[config.mk]
export PLATFORM = sky130hd
export DESIGN_NAME = tc_out_pulse_pio
export DESIGN_NICKNAME = d
export VERILOG_FILES = /design/src/rtl/tc_out_pulse_pio.sv
export SDC_FILE = /design/constraint.sdc
export NUM_CORES = 1
export LEC_CHECK = 0
export ABC_AREA = 1
export BUFFER_PORTS_ARGS = -buffer_cell sky130_fd_sc_hd__buf_4
export CORE_MARGIN = 3
export CORE_UTILIZATION = 26
export CTS_BUF_LIST = sky130_fd_sc_hd__clkbuf_8
export DETAILED_ROUTE_END_ITERATION = 8
export PLACE_DENSITY = 0.77
export SLEW_MARGIN = 20
export SYNTH_ARGS = -nofsm -noshare
export SYNTH_HDL_FRONTEND = slang
export SYNTH_SLANG_ARGS = --single-unit
export TNS_END_PERCENT = 10
[constraint.sdc]
create_clock -name clk -period 0.8 [get_ports clk]
set_input_delay 0.12 -clock clk [delete_from_list [all_inputs] [get_ports clk]]
set_output_delay 0.12 -clock clk [all_outputs]
set_load 0.02 [all_outputs]
[src/rtl/tc_out_pulse_pio.sv]
// Avalon-MM parallel output port with DATA/SET/CLR access and an optional timed pulse engine.
// The pulse engine and its PULSE, PULSE_LEN and STATUS registers exist only when TC_OUT_PULSE_EN is defined.
module tc_out_pulse_pio #(
  parameter int unsigned      WIDTH       = 4,
  parameter int unsigned      LEN_W       = 16,
  parameter logic [WIDTH-1:0] RESET_VALUE = '0
) (
  input  logic             clk,
  input  logic             reset_n,
  input  logic [2:0]       address,
  input  logic             chipselect,
  input  logic             write_n,
  input  logic [31:0]      writedata,
  output logic [31:0]      readdata,
  output logic [WIDTH-1:0] out_port,
  output logic             busy
);

  localparam logic [2:0] A_DATA = 3'd0;
  localparam logic [2:0] A_SET  = 3'd4;
  localparam logic [2:0] A_CLR  = 3'd5;

  logic             wr;
  logic [WIDTH-1:0] wmask;
  logic [WIDTH-1:0] out_q;
  logic [WIDTH-1:0] cpu_d;
  logic             unused_wd;

  assign wr        = chipselect & ~write_n;
  assign wmask     = writedata[WIDTH-1:0];
  assign unused_wd = ^writedata;
  assign out_port  = out_q;

  // Effect of a plain CPU write on the output register, ignoring the pulse engine.
  always_comb begin
    cpu_d = out_q;
    if (wr) begin
      case (address)
        A_DATA:  cpu_d = wmask;
        A_SET:   cpu_d = out_q | wmask;
        A_CLR:   cpu_d = out_q & ~wmask;
        default: cpu_d = out_q;
      endcase
    end
  end

`ifdef TC_OUT_PULSE_EN
  // state   | meaning
  // S_IDLE  | no pulse running, PULSE writes with a nonzero mask start one
  // S_PULSE | latched mask bits held high, counter runs down to expiry
  typedef enum logic {S_IDLE, S_PULSE} state_t;

  localparam logic [2:0] A_PULSE  = 3'd1;
  localparam logic [2:0] A_LEN    = 3'd2;
  localparam logic [2:0] A_STATUS = 3'd3;

  state_t           state_q;
  logic [LEN_W-1:0] cnt_q;
  logic [LEN_W-1:0] len_q;
  logic [WIDTH-1:0] mask_q;
  logic             busy_q;
  logic [LEN_W-1:0] load_val;

  // A programmed length of 0 behaves as 1, so both load a zero count.
  assign load_val = (len_q == '0) ? '0 : len_q - LEN_W'(1);

  always_ff @(posedge clk or negedge reset_n) begin
    if (!reset_n) begin
      state_q <= S_IDLE;
      out_q   <= RESET_VALUE;
      len_q   <= LEN_W'(1);
      cnt_q   <= '0;
      mask_q  <= '0;
      busy_q  <= 1'b0;
    end else begin
      out_q <= cpu_d;
      if (wr && address == A_LEN) len_q <= writedata[LEN_W-1:0];
      case (state_q)
        S_IDLE: begin
          if (wr && address == A_PULSE && wmask != '0) begin
            out_q   <= out_q | wmask;
            mask_q  <= wmask;
            cnt_q   <= load_val;
            state_q <= S_PULSE;
            busy_q  <= 1'b1;
          end
        end
        S_PULSE: begin
          if (cnt_q != '0) begin
            cnt_q <= cnt_q - LEN_W'(1);
          end else begin
            // Expiry clear overrides any coincident CPU write on the latched bits.
            out_q   <= cpu_d & ~mask_q;
            mask_q  <= '0;
            state_q <= S_IDLE;
            busy_q  <= 1'b0;
          end
        end
        default: state_q <= S_IDLE;
      endcase
    end
  end

  always_comb begin
    readdata = '0;
    case (address)
      A_DATA:   readdata[WIDTH-1:0] = out_q;
      A_LEN:    readdata[LEN_W-1:0] = len_q;
      A_STATUS: readdata[0]         = busy_q;
      default:  readdata = '0;
    endcase
  end

  assign busy = busy_q;
`else
  always_ff @(posedge clk or negedge reset_n) begin
    if (!reset_n) out_q <= RESET_VALUE;
    else          out_q <= cpu_d;
  end

  always_comb begin
    readdata = '0;
    if (address == A_DATA) readdata[WIDTH-1:0] = out_q;
  end

  assign busy = 1'b0;
`endif

endmodule

==> report_table.html <==
<table>
<tr><th>Metric</th><th>Value</th></tr>
<tr><th colspan="2">Floorplan</th></tr>
<tr><td>I/O pin total</td><td>76</td></tr>
<tr><td>Vertical die dimension</td><td>49.43 µm</td></tr>
<tr><td>Starting density of the core</td><td>0.2810</td></tr>
<tr><td>Die X-Extent</td><td>49.43 µm</td></tr>
<tr><td>Number of placement rows</td><td>15</td></tr>
<tr><td>Die ar.</td><td>2443 µm²</td></tr>
<tr><td>Core region area</td><td>1745 µm²</td></tr>
<tr><th colspan="2">Timing</th></tr>
<tr><td>Fmax achieved</td><td>0.9578 GHz</td></tr>
<tr><td>Number of failing setup endpoints in the final timing report</td><td>8</td></tr>
<tr><td>Setup TNS</td><td>-1.471 ns</td></tr>
<tr><td>Period utilisation layout</td><td>1.305</td></tr>
<tr><td>Time the worst path needs with I/O delays and setup</td><td>1.044 ns</td></tr>
<tr><td>Count of final hold-check violations</td><td>0</td></tr>
<tr><td>Min setup slack post-route</td><td>-0.2441 ns</td></tr>
<tr><td>Unrepaired setup endpoints after global routing</td><td>yes</td></tr>
<tr><td>Post-Route Skew</td><td>0 ns</td></tr>
<tr><td>Final max-slew violation count</td><td>0</td></tr>
<tr><th colspan="2">Clock tree</th></tr>
<tr><td>Clk_lat worst skew</td><td>0.22 ns</td></tr>
<tr><td>Maximum clock insertion buffer count</td><td>2</td></tr>
<tr><td>Total number of H-tree levels</td><td>1</td></tr>
<tr><td>Clock tree from TritonCTS</td><td>yes</td></tr>
<tr><td>Cell chosen for the clock root</td><td>sky130_fd_sc_hd__clkbuf_8</td></tr>
<tr><td>Num Clock Sinks</td><td>4</td></tr>
<tr><td>Worst-path clk slew</td><td>0.03 ns</td></tr>
<tr><td>Number of buffers added by the clock tree synthesis step</td><td>3</td></tr>
<tr><th colspan="2">Detailed routing</th></tr>
<tr><td>Post-route DRC violation count</td><td>0</td></tr>
<tr><td>Number of vias in the routed layout</td><td>429</td></tr>
<tr><td>Post-DR vias/cell</td><td>3.460</td></tr>
<tr><td>Average routed wire per standard cell</td><td>7.831 µm</td></tr>
<tr><td>Met2 wire length</td><td>493 µm</td></tr>
<tr><td>Metal3 WL</td><td>109 µm</td></tr>
<tr><td>Number of nets with antenna violations after routing</td><td>0</td></tr>
<tr><td>Final wirelength</td><td>971 µm</td></tr>
<tr><td>Met1 layer wirelength in the final routing</td><td>342 µm</td></tr>
<tr><td>Top Metal Used</td><td>met4</td></tr>
<tr><td>Number of detailed-routing iterations run before antenna repair</td><td>2</td></tr>
<tr><td>Drt first-iter violations</td><td>3</td></tr>
<tr><th colspan="2">Finish</th></tr>
<tr><td>Fraction of layout cells with a size suffix above 1</td><td>0.3535</td></tr>
<tr><td>Final nets</td><td>140</td></tr>
<tr><td>Area added between synthesis and finish</td><td>48.98%</td></tr>
<tr><td>Final Util</td><td>0.4186</td></tr>
<tr><td>Fill cell total of the finished layout</td><td>192</td></tr>
<tr><td>Flip-flop count of the largest register after layout</td><td>4</td></tr>
<tr><td>Non-filler instance count after layout</td><td>124</td></tr>
<tr><td>Antenna diode count</td><td>0</td></tr>
<tr><th colspan="2">Global route</th></tr>
<tr><td>Wire length of the first global-routing pass</td><td>1.393 mm</td></tr>
<tr><td>Largest net degree at the start of global routing</td><td>5</td></tr>
<tr><td>Overflow left after global routing</td><td>0</td></tr>
<tr><td>Vias in the first global route</td><td>346</td></tr>
<tr><td>Number of antenna violations at the first check in global routing</td><td>0</td></tr>
<tr><td>Total GRT Usage</td><td>0.07926</td></tr>
<tr><th colspan="2">Critical path</th></tr>
<tr><td>Buf+Inv Stages, Crit Path</td><td>2</td></tr>
<tr><td>Crit-path slowest cell</td><td>sky130_fd_sc_hd__or2_4</td></tr>
<tr><td>Startpoint types</td><td>primary input</td></tr>
<tr><td>Crit Path Max Fanout</td><td>4</td></tr>
<tr><td>Delay of the slowest critical-path stage</td><td>0.28 ns</td></tr>
<tr><td>Dominant delay contributor by cell family on the critical path</td><td>simple AND/OR/NAND/NOR gates</td></tr>
<tr><td>Critical path cell sequence</td><td>buf_6 -&gt; or2_1 -&gt; or2_4 -&gt; nor2_4 -&gt; buf_6</td></tr>
<tr><td>Arrival time at the worst endpoint</td><td>0.92 ns</td></tr>
<tr><td>Type of the worst setup path</td><td>in2out</td></tr>
<tr><td>Reg-to-reg setup timing slack</td><td>0.04 ns</td></tr>
<tr><td>Cell repeated most along the worst path</td><td>sky130_fd_sc_hd__buf_6</td></tr>
<tr><td>WP data required</td><td>0.68 ns</td></tr>
<tr><td>Critical Path Sink Type</td><td>output port</td></tr>
<tr><th colspan="2">Outcome</th></tr>
<tr><td>Failing checks</td><td>negative setup slack</td></tr>
<tr><td>Status</td><td>complete, but fails checks</td></tr>
<tr><th colspan="2">Place</th></tr>
<tr><td>Number of input and output port buffers inserted</td><td>18</td></tr>
<tr><td>Final weighted congestion in routability-driven placement</td><td>0.7688</td></tr>
<tr><td>Number of placed instances, taps included</td><td>116</td></tr>
<tr><td>Detailed placer's ending HPWL</td><td>822.2 µm</td></tr>
<tr><td>Place WS</td><td>-0.2889 ns</td></tr>
<tr><th colspan="2">Yosys</th></tr>
<tr><td>Number of standard cells after synthesis</td><td>70</td></tr>
<tr><td>Post-synthesis instance area</td><td>490.5 µm²</td></tr>
<tr><td>Number of unique standard cell types used by synthesis</td><td>12</td></tr>
<tr><td>Synth Area per Inst</td><td>7.007 µm²</td></tr>
<tr><td>Synth Register Bits</td><td>4</td></tr>
<tr><td>Synthesis Warnings</td><td>0</td></tr>
<tr><td>Sequential area share after synthesis</td><td>0.2041</td></tr>
<tr><th colspan="2">Power</th></tr>
<tr><td>Switching share of total power</td><td>0.3610</td></tr>
<tr><td>Highest ir drop seen on vdd</td><td>0.0009867 V</td></tr>
<tr><td>Internal</td><td>0.7777 mW</td></tr>
<tr><td>Power share of the combinational group</td><td>0.422</td></tr>
<tr><td>Share of power burned in registers</td><td>0.225</td></tr>
<tr><td>Switching Power</td><td>0.4394 mW</td></tr>
<tr><td>Power density relative to cell area</td><td>1666 nW/µm²</td></tr>
<tr><td>Lkg Pwr</td><td>0.4030 nW</td></tr>
<tr><td>Fraction of power consumed by the clock network</td><td>0.353</td></tr>
<tr><th colspan="2">Hold path</th></tr>
<tr><td>Tightest Hold Check Type</td><td>in2reg</td></tr>
<tr><th colspan="2">Flow run</th></tr>
<tr><td>Maximum Capacitance Violations</td><td>0</td></tr>
</table>
[cells in the final DEF (no fill, tap or decap)]
cell type / netlist / layout
sky130_fd_sc_hd__nor2_1: 5 / 1
sky130_fd_sc_hd__and2b_2: 1 / 1
sky130_fd_sc_hd__nand3b_1: 4 / 4
sky130_fd_sc_hd__dlygate4sd3_1: 0 / 1
sky130_fd_sc_hd__nand3_1: 4 / 4
sky130_fd_sc_hd__dfrtp_1: 4 / 4
sky130_fd_sc_hd__or2_4: 1 / 1
sky130_fd_sc_hd__buf_4: 29 / 14
sky130_fd_sc_hd__nand2_1: 12 / 12
sky130_fd_sc_hd__conb_1: 1 / 29
sky130_fd_sc_hd__inv_1: 7 / 7
sky130_fd_sc_hd__clkbuf_8: 0 / 3
sky130_fd_sc_hd__or2_1: 1 / 1
sky130_fd_sc_hd__a21oi_1: 1 / 1
sky130_fd_sc_hd__nor2_4: 0 / 4
sky130_fd_sc_hd__buf_6: 0 / 12
[power by group through the flow]
stage	combinational (mW)	sequential [mW]	clock, mW
floorplan	0.332	0.310	0
global placement	0.406	0.274	0
detailed placement	0.411	0.272	0
CTS	0.445	0.277	0.445
global route	0.553	0.278	0.466
finish	0.514	0.273	0.430
[what timing repair did]
action                                 in CTS  in global routing
buffers inserted                            0                  4
endpoints found under the hold margin       4                  0
gates resized for setup                    10                  2
setup endpoints to repair                   8                  8
hold buffers                                1                  0
[kinds of logic after synthesis]
| group | share of synthesized area |
|---|---|
| compound gates | 0.01019 |
| buf+inv | 0.4975 |
| flops | 0.2041 |
| other cells | 0.007646 |
| simple gates | 0.2806 |
[layout make-up]
cell class / instances / area [µm²] / share of cell area
Inverter: 7 / 26.28 / 0.03596
Tap cell: 25 / 31.28 / 0.04281
Clock buffer: 3 / 41.29 / 0.05651
Multi-Input combinational cell: 58 / 281.5 / 0.3853
Timing Repair Buffer: 27 / 250.2 / 0.3425
Sequential cell: 4 / 100.1 / 0.1370
[cells in the mapped netlist]
cell type,instances,area (µm²)
sky130_fd_sc_hd__inv_1,7,26.28
sky130_fd_sc_hd__nand3b_1,4,30.03
sky130_fd_sc_hd__nand2_1,12,45.04
sky130_fd_sc_hd__dfrtp_1,4,100.1
sky130_fd_sc_hd__or2_1,1,6.260
sky130_fd_sc_hd__and2b_2,1,8.760
sky130_fd_sc_hd__nand3_1,4,20.02
sky130_fd_sc_hd__conb_1,1,3.750
sky130_fd_sc_hd__buf_4,29,217.7
sky130_fd_sc_hd__a21oi_1,1,5.000
sky130_fd_sc_hd__nor2_1,5,18.77
sky130_fd_sc_hd__or2_4,1,8.760
[per-stage QoR]
stage                     hold slack [ns]  power (mW)  instance area (µm²)
after floorplan                   -0.1756      0.6420                625.6
final                              0.1132       1.217                730.7
after detailed placement         -0.08454      0.6835                604.3
after CTS                          0.1108       1.167                693.2
after global placement           -0.08482      0.6803                604.3
after global routing               0.1292       1.297                730.7
[per-layer routing]
metal | global-route usage | vias up
li1 | - | 212
met1 | 0.07182 | 190
met2 | 0.1250 | 25
met3 | 0.03670 | 2
met4 | 0.08295 | 0
met5 | 0 | -
[path summary, 6_finish.rpt]
check / startpoint / to / cells past startpoint
setup / recovery: address[1] / readdata[2] / 5
hold / removal: writedata[2] / out_port[2]$_DFFE_PN0P_ / 3
setup reg to reg: out_port[0]$_DFFE_PN0P_ / out_port[0]$_DFFE_PN0P_ / 3
hold reg to reg: out_port[3]$_DFFE_PN0P_ / out_port[3]$_DFFE_PN0P_ / 2
max in group asynchronous: reset_n / out_port[1]$_DFFE_PN0P_ / 2
min in group asynchronous: reset_n / out_port[2]$_DFFE_PN0P_ / 2
[worst reg2reg max path, cell delays in order, from the launching register on]
cell                      delay [ns]
sky130_fd_sc_hd__dfrtp_1        0.39
sky130_fd_sc_hd__buf_4          0.15
sky130_fd_sc_hd__nand2_1        0.06
sky130_fd_sc_hd__nand2_1        0.05
Power figures use the tool's default switching activity.
